===== config.mk =====
export PLATFORM = sky130hd
export DESIGN_NAME = mem_wb_stage_flat
export DESIGN_NICKNAME = d
export VERILOG_FILES = /design/src/rtl/mem_wb_stage_if.sv /design/src/rtl/mem_wb_stage.sv /design/src/flat_wrapper.sv
export SDC_FILE = /design/constraint.sdc
export NUM_CORES = 1
export LEC_CHECK = 0
export CORE_ASPECT_RATIO = 1.1
export CORE_MARGIN = 8
export CORE_UTILIZATION = 30
export DETAILED_ROUTE_END_ITERATION = 8
export GPL_TIMING_DRIVEN = 0
export PLACE_DENSITY = 0.68
export SYNTH_ARGS = -nofsm -noshare
export SYNTH_HDL_FRONTEND = slang
export SYNTH_SLANG_ARGS = --single-unit

===== constraint.sdc =====
create_clock -name clk -period 3.3 [get_ports clk]
set_clock_uncertainty 0.1 [all_clocks]
set_input_delay 0.66 -clock clk [delete_from_list [all_inputs] [get_ports clk]]
set_output_delay 0.66 -clock clk [all_outputs]
set_load 0.02 [all_outputs]

===== src/rtl/mem_wb_stage_if.sv =====
// Execute / data-memory / writeback signal bundle for mem_wb_stage.
// Forwarding outputs exist only when WB_FORWARD_EN is defined.
interface mem_wb_stage_if #(
  parameter int DATA_W = 16,
  parameter int ADDR_W = 16,
  parameter int REG_AW = 3
);
  logic              ex_valid;
  logic [DATA_W-1:0] ex_result;
  logic [DATA_W-1:0] ex_store_data;
  logic [REG_AW-1:0] ex_dest;
  logic              ex_mem_read;
  logic              ex_mem_write;
  logic              ex_reg_write;
  logic              stall_out;

  logic              dmem_req;
  logic              dmem_we;
  logic [ADDR_W-1:0] dmem_addr;
  logic [DATA_W-1:0] dmem_wdata;
  logic              dmem_ready;
  logic [DATA_W-1:0] dmem_rdata;

  logic              wb_valid;
  logic              wb_we;
  logic [REG_AW-1:0] wb_dest;
  logic [DATA_W-1:0] wb_data;
`ifdef WB_FORWARD_EN
  logic              fwd_valid;
  logic [REG_AW-1:0] fwd_dest;
  logic [DATA_W-1:0] fwd_data;
`endif

  modport master (
    output ex_valid, ex_result, ex_store_data, ex_dest,
           ex_mem_read, ex_mem_write, ex_reg_write,
           dmem_ready, dmem_rdata,
    input  stall_out, dmem_req, dmem_we, dmem_addr, dmem_wdata,
           wb_valid, wb_we, wb_dest, wb_data
`ifdef WB_FORWARD_EN
   ,input  fwd_valid, fwd_dest, fwd_data
`endif
  );

  modport slave (
    input  ex_valid, ex_result, ex_store_data, ex_dest,
           ex_mem_read, ex_mem_write, ex_reg_write,
           dmem_ready, dmem_rdata,
    output stall_out, dmem_req, dmem_we, dmem_addr, dmem_wdata,
           wb_valid, wb_we, wb_dest, wb_data
`ifdef WB_FORWARD_EN
   ,output fwd_valid, fwd_dest, fwd_data
`endif
  );
endinterface


===== src/rtl/mem_wb_stage.sv =====
// Memory/writeback stage: retires ALU results in one cycle, runs loads/stores
// over a req/ready handshake while stalling execute. Optional macro WB_FORWARD_EN.
module mem_wb_stage #(
  parameter int DATA_W = 16,
  parameter int ADDR_W = 16,
  parameter int REG_AW = 3
) (
  input  logic            clk,
  input  logic            rst_n,
  mem_wb_stage_if.slave   bus
);
  typedef enum logic {IDLE, WAIT} state_t;

  state_t            r_state;
  logic              r_dmem_req;
  logic              r_dmem_we;
  logic [ADDR_W-1:0] r_dmem_addr;
  logic [DATA_W-1:0] r_dmem_wdata;
  logic              r_wb_valid;
  logic              r_wb_we;
  logic [REG_AW-1:0] r_wb_dest;
  logic [DATA_W-1:0] r_wb_data;
  logic [REG_AW-1:0] r_pend_dest;
  logic              r_pend_reg_write;
  logic              w_mem_op;

  assign w_mem_op = bus.ex_mem_read | bus.ex_mem_write;

  always_ff @(posedge clk) begin
    if (!rst_n) begin
      r_state          <= IDLE;
      r_dmem_req       <= 1'b0;
      r_dmem_we        <= 1'b0;
      r_dmem_addr      <= '0;
      r_dmem_wdata     <= '0;
      r_wb_valid       <= 1'b0;
      r_wb_we          <= 1'b0;
      r_wb_dest        <= '0;
      r_wb_data        <= '0;
      r_pend_dest      <= '0;
      r_pend_reg_write <= 1'b0;
    end else begin
      r_wb_valid <= 1'b0;
      r_wb_we    <= 1'b0;
      case (r_state)
        IDLE: begin
          if (bus.ex_valid) begin
            if (w_mem_op) begin
              r_dmem_req       <= 1'b1;
              r_dmem_we        <= bus.ex_mem_write;
              r_dmem_addr      <= bus.ex_result[ADDR_W-1:0];
              r_dmem_wdata     <= bus.ex_store_data;
              r_pend_dest      <= bus.ex_dest;
              // read+write together behaves as a store, so no register write
              r_pend_reg_write <= bus.ex_reg_write & ~bus.ex_mem_write;
              r_state          <= WAIT;
            end else begin
              r_wb_valid <= 1'b1;
              r_wb_we    <= bus.ex_reg_write;
              r_wb_dest  <= bus.ex_dest;
              r_wb_data  <= bus.ex_result;
            end
          end
        end
        WAIT: begin
          if (bus.dmem_ready) begin
            r_dmem_req <= 1'b0;
            r_wb_valid <= 1'b1;
            r_wb_dest  <= r_pend_dest;
            r_state    <= IDLE;
            if (r_dmem_we) begin
              r_wb_we   <= 1'b0;
              r_wb_data <= DATA_W'(r_dmem_addr);
            end else begin
              r_wb_we   <= r_pend_reg_write;
              r_wb_data <= bus.dmem_rdata;
            end
          end
        end
        default: r_state <= IDLE;
      endcase
    end
  end

  assign bus.stall_out  = (r_state == WAIT);
  assign bus.dmem_req   = r_dmem_req;
  assign bus.dmem_we    = r_dmem_we;
  assign bus.dmem_addr  = r_dmem_addr;
  assign bus.dmem_wdata = r_dmem_wdata;
  assign bus.wb_valid   = r_wb_valid;
  assign bus.wb_we      = r_wb_we;
  assign bus.wb_dest    = r_wb_dest;
  assign bus.wb_data    = r_wb_data;

`ifdef WB_FORWARD_EN
  assign bus.fwd_valid = r_wb_valid & r_wb_we;
  assign bus.fwd_dest  = r_wb_dest;
  assign bus.fwd_data  = r_wb_data;
`endif
endmodule


===== src/flat_wrapper.sv =====
// flat-port wrapper written by rule: the top's interface ports become plain ports
module mem_wb_stage_flat 
#(
  parameter int DATA_W = 16,
  parameter int ADDR_W = 16,
  parameter int REG_AW = 3
)
  (clk, rst_n, bus_ex_valid, bus_ex_result, bus_ex_store_data, bus_ex_dest, bus_ex_mem_read, bus_ex_mem_write, bus_ex_reg_write, bus_dmem_ready, bus_dmem_rdata, bus_stall_out, bus_dmem_req, bus_dmem_we, bus_dmem_addr, bus_dmem_wdata, bus_wb_valid, bus_wb_we, bus_wb_dest, bus_wb_data);
  mem_wb_stage_if #(.DATA_W(DATA_W), .ADDR_W(ADDR_W), .REG_AW(REG_AW)) bus_i ();
  input  logic clk;
  input  logic rst_n;
  input wire logic [$bits(bus_i.ex_valid)-1:0] bus_ex_valid;
  input wire logic [$bits(bus_i.ex_result)-1:0] bus_ex_result;
  input wire logic [$bits(bus_i.ex_store_data)-1:0] bus_ex_store_data;
  input wire logic [$bits(bus_i.ex_dest)-1:0] bus_ex_dest;
  input wire logic [$bits(bus_i.ex_mem_read)-1:0] bus_ex_mem_read;
  input wire logic [$bits(bus_i.ex_mem_write)-1:0] bus_ex_mem_write;
  input wire logic [$bits(bus_i.ex_reg_write)-1:0] bus_ex_reg_write;
  input wire logic [$bits(bus_i.dmem_ready)-1:0] bus_dmem_ready;
  input wire logic [$bits(bus_i.dmem_rdata)-1:0] bus_dmem_rdata;
  output wire logic [$bits(bus_i.stall_out)-1:0] bus_stall_out;
  output wire logic [$bits(bus_i.dmem_req)-1:0] bus_dmem_req;
  output wire logic [$bits(bus_i.dmem_we)-1:0] bus_dmem_we;
  output wire logic [$bits(bus_i.dmem_addr)-1:0] bus_dmem_addr;
  output wire logic [$bits(bus_i.dmem_wdata)-1:0] bus_dmem_wdata;
  output wire logic [$bits(bus_i.wb_valid)-1:0] bus_wb_valid;
  output wire logic [$bits(bus_i.wb_we)-1:0] bus_wb_we;
  output wire logic [$bits(bus_i.wb_dest)-1:0] bus_wb_dest;
  output wire logic [$bits(bus_i.wb_data)-1:0] bus_wb_data;
  assign bus_i.ex_valid = bus_ex_valid;
  assign bus_i.ex_result = bus_ex_result;
  assign bus_i.ex_store_data = bus_ex_store_data;
  assign bus_i.ex_dest = bus_ex_dest;
  assign bus_i.ex_mem_read = bus_ex_mem_read;
  assign bus_i.ex_mem_write = bus_ex_mem_write;
  assign bus_i.ex_reg_write = bus_ex_reg_write;
  assign bus_i.dmem_ready = bus_dmem_ready;
  assign bus_i.dmem_rdata = bus_dmem_rdata;
  assign bus_stall_out = bus_i.stall_out;
  assign bus_dmem_req = bus_i.dmem_req;
  assign bus_dmem_we = bus_i.dmem_we;
  assign bus_dmem_addr = bus_i.dmem_addr;
  assign bus_dmem_wdata = bus_i.dmem_wdata;
  assign bus_wb_valid = bus_i.wb_valid;
  assign bus_wb_we = bus_i.wb_we;
  assign bus_wb_dest = bus_i.wb_dest;
  assign bus_wb_data = bus_i.wb_data;
  mem_wb_stage #(.DATA_W(DATA_W), .ADDR_W(ADDR_W), .REG_AW(REG_AW)) u_core (.clk(clk), .rst_n(rst_n), .bus(bus_i));
endmodule

* Word level (Yosys, flattened, before mapping)
Index checks and enable logic that the tools add are counted.
Storage, ports and cells: register bits after elaboration 60
Operators by class: equality and inequality tests 4, mux-type cells 26, bitwise gates (word level) 4, reductions and logical operators 3
Operator list (count):
- two-way mux 16 bit | 4
- case mux 16 bit (2 select lines) | 1
- two-way mux 1 bit | 13
- two-way mux 3 bit | 3
- AND reduction 3 bit | 3
- case mux 1 bit (2 select lines) | 4
- inequality test 2 bit, second input constant | 3
- case mux 3 bit (2 select lines) | 1
- inequality test 2 x 1 -> 1 bit, second input constant | 1
- NOT 1 bit | 2
- bitwise AND 1 bit | 1
- OR 1 bit | 1

* Longest topological paths before layout
depth in word-level cells 4, depth in mapped cells 6

* Worst setup path after synthesis
Ideal clock, no wire load.
path type input port to flip-flop, start point in bus_ex_mem_write, end point reg u_core.r_wb_data[5], in the netlist u_core.bus.wb_data[5], setup time 121 ps, arrival 1572 ps, setup slack 1507 ps, cell stages on the path 4, cell sequence nor4b_4 nor3b_4 buf_6 o2bb2ai_1
Between the ends: cells in the longest elaborated chain, start to end 3
Ends and longest elaborated chain:
- start, declared | line flat_wrapper.sv:17 | input wire logic [$bits(bus_i.ex_mem_write)-1:0] bus_ex_mem_write;
- OR 1 bit | line mem_wb_stage.sv:27 | assign w_mem_op = bus.ex_mem_read | bus.ex_mem_write;
- inequality test 2 bit (no line)
- AND reduction 3 bit (no line)
- end signal, assigned | line mem_wb_stage.sv:61 | r_wb_data <= bus.ex_result;
- end signal, assigned | line mem_wb_stage.sv:73 | r_wb_data <= DATA_W'(r_dmem_addr);
- end signal, assigned | line mem_wb_stage.sv:76 | r_wb_data <= bus.dmem_rdata;
- end, declared | line mem_wb_stage.sv:22 | logic [DATA_W-1:0] r_wb_data;
Every way passes these cells. A chain may end at the register's enable or synchronous reset.

* Worst setup path in the final report
Ends and elaborated chain as after synthesis.

==> results.cfg <==
[cts]
ctsLongestPathBuffers = 2
tritoncts = done
cts_setup_buffers = 0
clk_pin_slew_ns = 0.07
ctsHtreeMaxLevel = 3
cts-buffers-inserted = 9
clk_latency_ns = 0.34
clock-sinks = 60
cts.repair.resized = 0
root_buffer = clkbuf_8
ctsHoldBuffers = 0

[final_layout]
nets = 457
multiInputGateArea_um2 = 1390
mostFrequentLayoutCells = clkdlybuf4s50_1, dfxtp_1, o21ai_0
layout_commonest_cell = clkdlybuf4s50_1
diodes = 0
final_core_util = 0.472
fin_cells = 518
drive_above_1_share = 0.149
num-fill-cells = 847
final-seq-area_um2 = 1200
area_growth_pct = 52.4

[detailed_routing]
ant_nets = 0
vias_per_cell = 4.91
wirelength_mm = 8.89
drt_iter0_markers = 90
first_pass_iters = 4
num_vias = 2543
avgRoutedWirePerCell_um = 17.2
drc = 0

[timing]
setup_violations = 0
fmax_ghz = 0.458
rsz0062_at_grt = false
hold_viol = 0
maxSlewHeadroom = 0.455
fin_crit_sh = 0.662
tightest_slew_ns = 0.817
finalMaxSlewViolations = 0
final.setup.tns_ns = 0
min_period_ns = 2.19

[die]
rows = 36
die_h_um = 117
die_width_um = 107
core_area_um2 = 8920
ios = 114
start_util = 0.310
design.die.area_um2 = 12500

[placed_design]
gp_congestion = 0.745
port_buffers = 112
dp_hpwl_mm = 6.69
dpl.cell_count = 502

[critical_path]
ff2ff_setup_slack_ns = 1.54
cp.arrival_ns = 2.31
cp_max_fo = 10
required_ns = 3.43
crit_chain = clkdlybuf4s50_1 > nor4b_4 > nor3b_4 > buf_6 > o2bb2ai_1
ff2ff_path_depth = 5
cp-start-kind = input pin
reg2reg_to = u_core.bus.wb_data[5]
crit_path_end_kind = flop
critPathLaunch = bus_ex_mem_write
r2r_start = u_core.bus.stall_out
crit_path_top_delay_cell = nor4b_4
cpPeakStageDelay_ns = 0.65
critical_path_class = in -> reg

[synth]
postSynthCellCount = 276
async_reset_ff_frac = 0
yosys_warnings = 0
synth_area_per_cell_um2 = 10.0
syn_area_um2 = 2760
synth_fp_nets = 334
yosysUniqueCellTypes = 27
yosys_most_used_dff = dfxtp_1
ys_ff_latch = 60
synth_edf_count = 0
ys_seq_area_frac = 0.435

[global_routing]
grt_max_degree = 11
track_usage = 0.139
grt_pass1_vias = 2650
antenna_found_initial = 0
gr-total-overflow = 0
grt_pass1_wl_mm = 13.6

[power]
p_clk_frac = 0.344
comb_power_share = 0.223
p_leak_nw = 1.48
switchingPower_w = 0.000509
peakVddDrop_mv = 0.203
p_per_area_nw_per_um2 = 436
seqPwrFrac = 0.433
swShare = 0.278
p_int_w = 0.00132

[min_path]
hp-start = u_core.bus.wb_data[4]
whs_endpoint = u_core.bus.wb_data[4]
hold_depth = 1
hp-class = reg -> reg

[job]
max_cap_violations = 0

[run_status]
status = finished, final reports clean
==> routing by layer <==
| metal | part of all wire | wire, um | global-route usage | vias to the layer above |
|---|---|---|---|---|
| met3 | 0.088 | 781 | 0.0591 | 13 |
| met4 | 0.014 | 128 | 0.0500 | 0 |
| met1 | 0.44 | 3920 | 0.166 | 1192 |
| met5 | 0 | 0 | 0 | - |
| met2 | 0.46 | 4060 | 0.217 | 77 |
| li1 | - | - | - | 1261 |
==> metrics by stage <==
step	setup WS (ns)	hold slack, ns	power (W)	instance area (um2)
2_1_floorplan	1.51	0.352	0.00102	2760
3_3_place_gp	0.763	0.354	0.00122	4030
3_5_place_dp	0.751	0.349	0.00122	4030
4_1_cts	1.12	0.367	0.00185	4210
5_1_grt	0.995	0.385	0.00192	4210
6_report	1.11	0.362	0.00183	4210
==> sequential cells by signal (all words and copies together), names as in the netlist <==
signal,count
u_core.bus.stall_out,1
u_core.bus.wb_we,1
u_core.r_pend_reg_write,1
u_core.r_pend_dest,3
u_core.bus.dmem_we,1
u_core.bus.wb_dest,3
u_core.bus.wb_valid,1
u_core.bus.dmem_req,1
u_core.bus.dmem_addr,16
u_core.bus.wb_data,16
u_core.bus.dmem_wdata,16
==> critical path: cells and delay by family <==
| kind | cells | cell delay (ns) |
|---|---|---|
| compound gates | 1 | 0.12 |
| buf+inv | 2 | 0.71 |
| simple gates | 2 | 0.81 |
==> cell usage after synthesis (2+ instances only) <==
cell type / number / area (um2)
inv_1: 5 / 18.8
o2bb2ai_2: 9 / 135
buf_6: 3 / 33.8
o2bb2ai_1: 7 / 61.3
nand3_1: 35 / 175
a21boi_0: 31 / 233
o22ai_1: 2 / 12.5
a21boi_1: 6 / 45.0
buf_2: 13 / 65.1
o21ai_0: 40 / 200
clkbuf_1: 12 / 45.0
o311a_1: 3 / 30.0
mux2i_1: 19 / 190
nor2b_1: 2 / 12.5
and2_1: 3 / 18.8
mux2_2: 16 / 180
dfxtp_1: 60 / 1200
==> final cells by class <==
cell class	count	area share
Multi-Input combinational cell	182	0.330
Sequential cell	60	0.285
Timing Repair Buffer	112	0.266
Buffer	29	0.0360
Tap cell	114	0.0339
Clock buffer	11	0.0312
Clock inverter	5	0.0125
Inverter	5	0.00446
==> cell families after synthesis <==
| group | Yosys count | synth area share |
|---|---|---|
| multiplexers | 35 | 0.134 |
| AO/OA/AOI/OAI | 100 | 0.269 |
| buffers and inverters | 34 | 0.0616 |
| AND/OR/NAND/NOR | 47 | 0.101 |
| flip-flops | 60 | 0.435 |
==> power by group through the flow <==
stage | Sequential [W] | Clock (W) | Combinational, W
floorplan | 0.000858 | 0 | 0.000159
global placement | 0.000810 | 0 | 0.000407
detailed placement | 0.000811 | 0 | 0.000412
CTS | 0.000795 | 0.000644 | 0.000414
global route | 0.000800 | 0.000683 | 0.000439
finish | 0.000795 | 0.000631 | 0.000408
==> how the worst max path moves through the flow <==
stage                     slack [ns]                     to  cells after the start
after global placement          0.76  u_core.bus.wb_data[5]                      5
final                           1.11  u_core.bus.wb_data[5]                      5
after CTS                       1.12  u_core.bus.wb_data[5]                      5
after floorplan                 1.51  u_core.bus.wb_data[5]                      4
after global routing            0.99  u_core.bus.wb_data[5]                      5
after detailed placement        0.75  u_core.bus.wb_data[5]                      5
No activity file was read; power rests on OpenSTA's default activity.
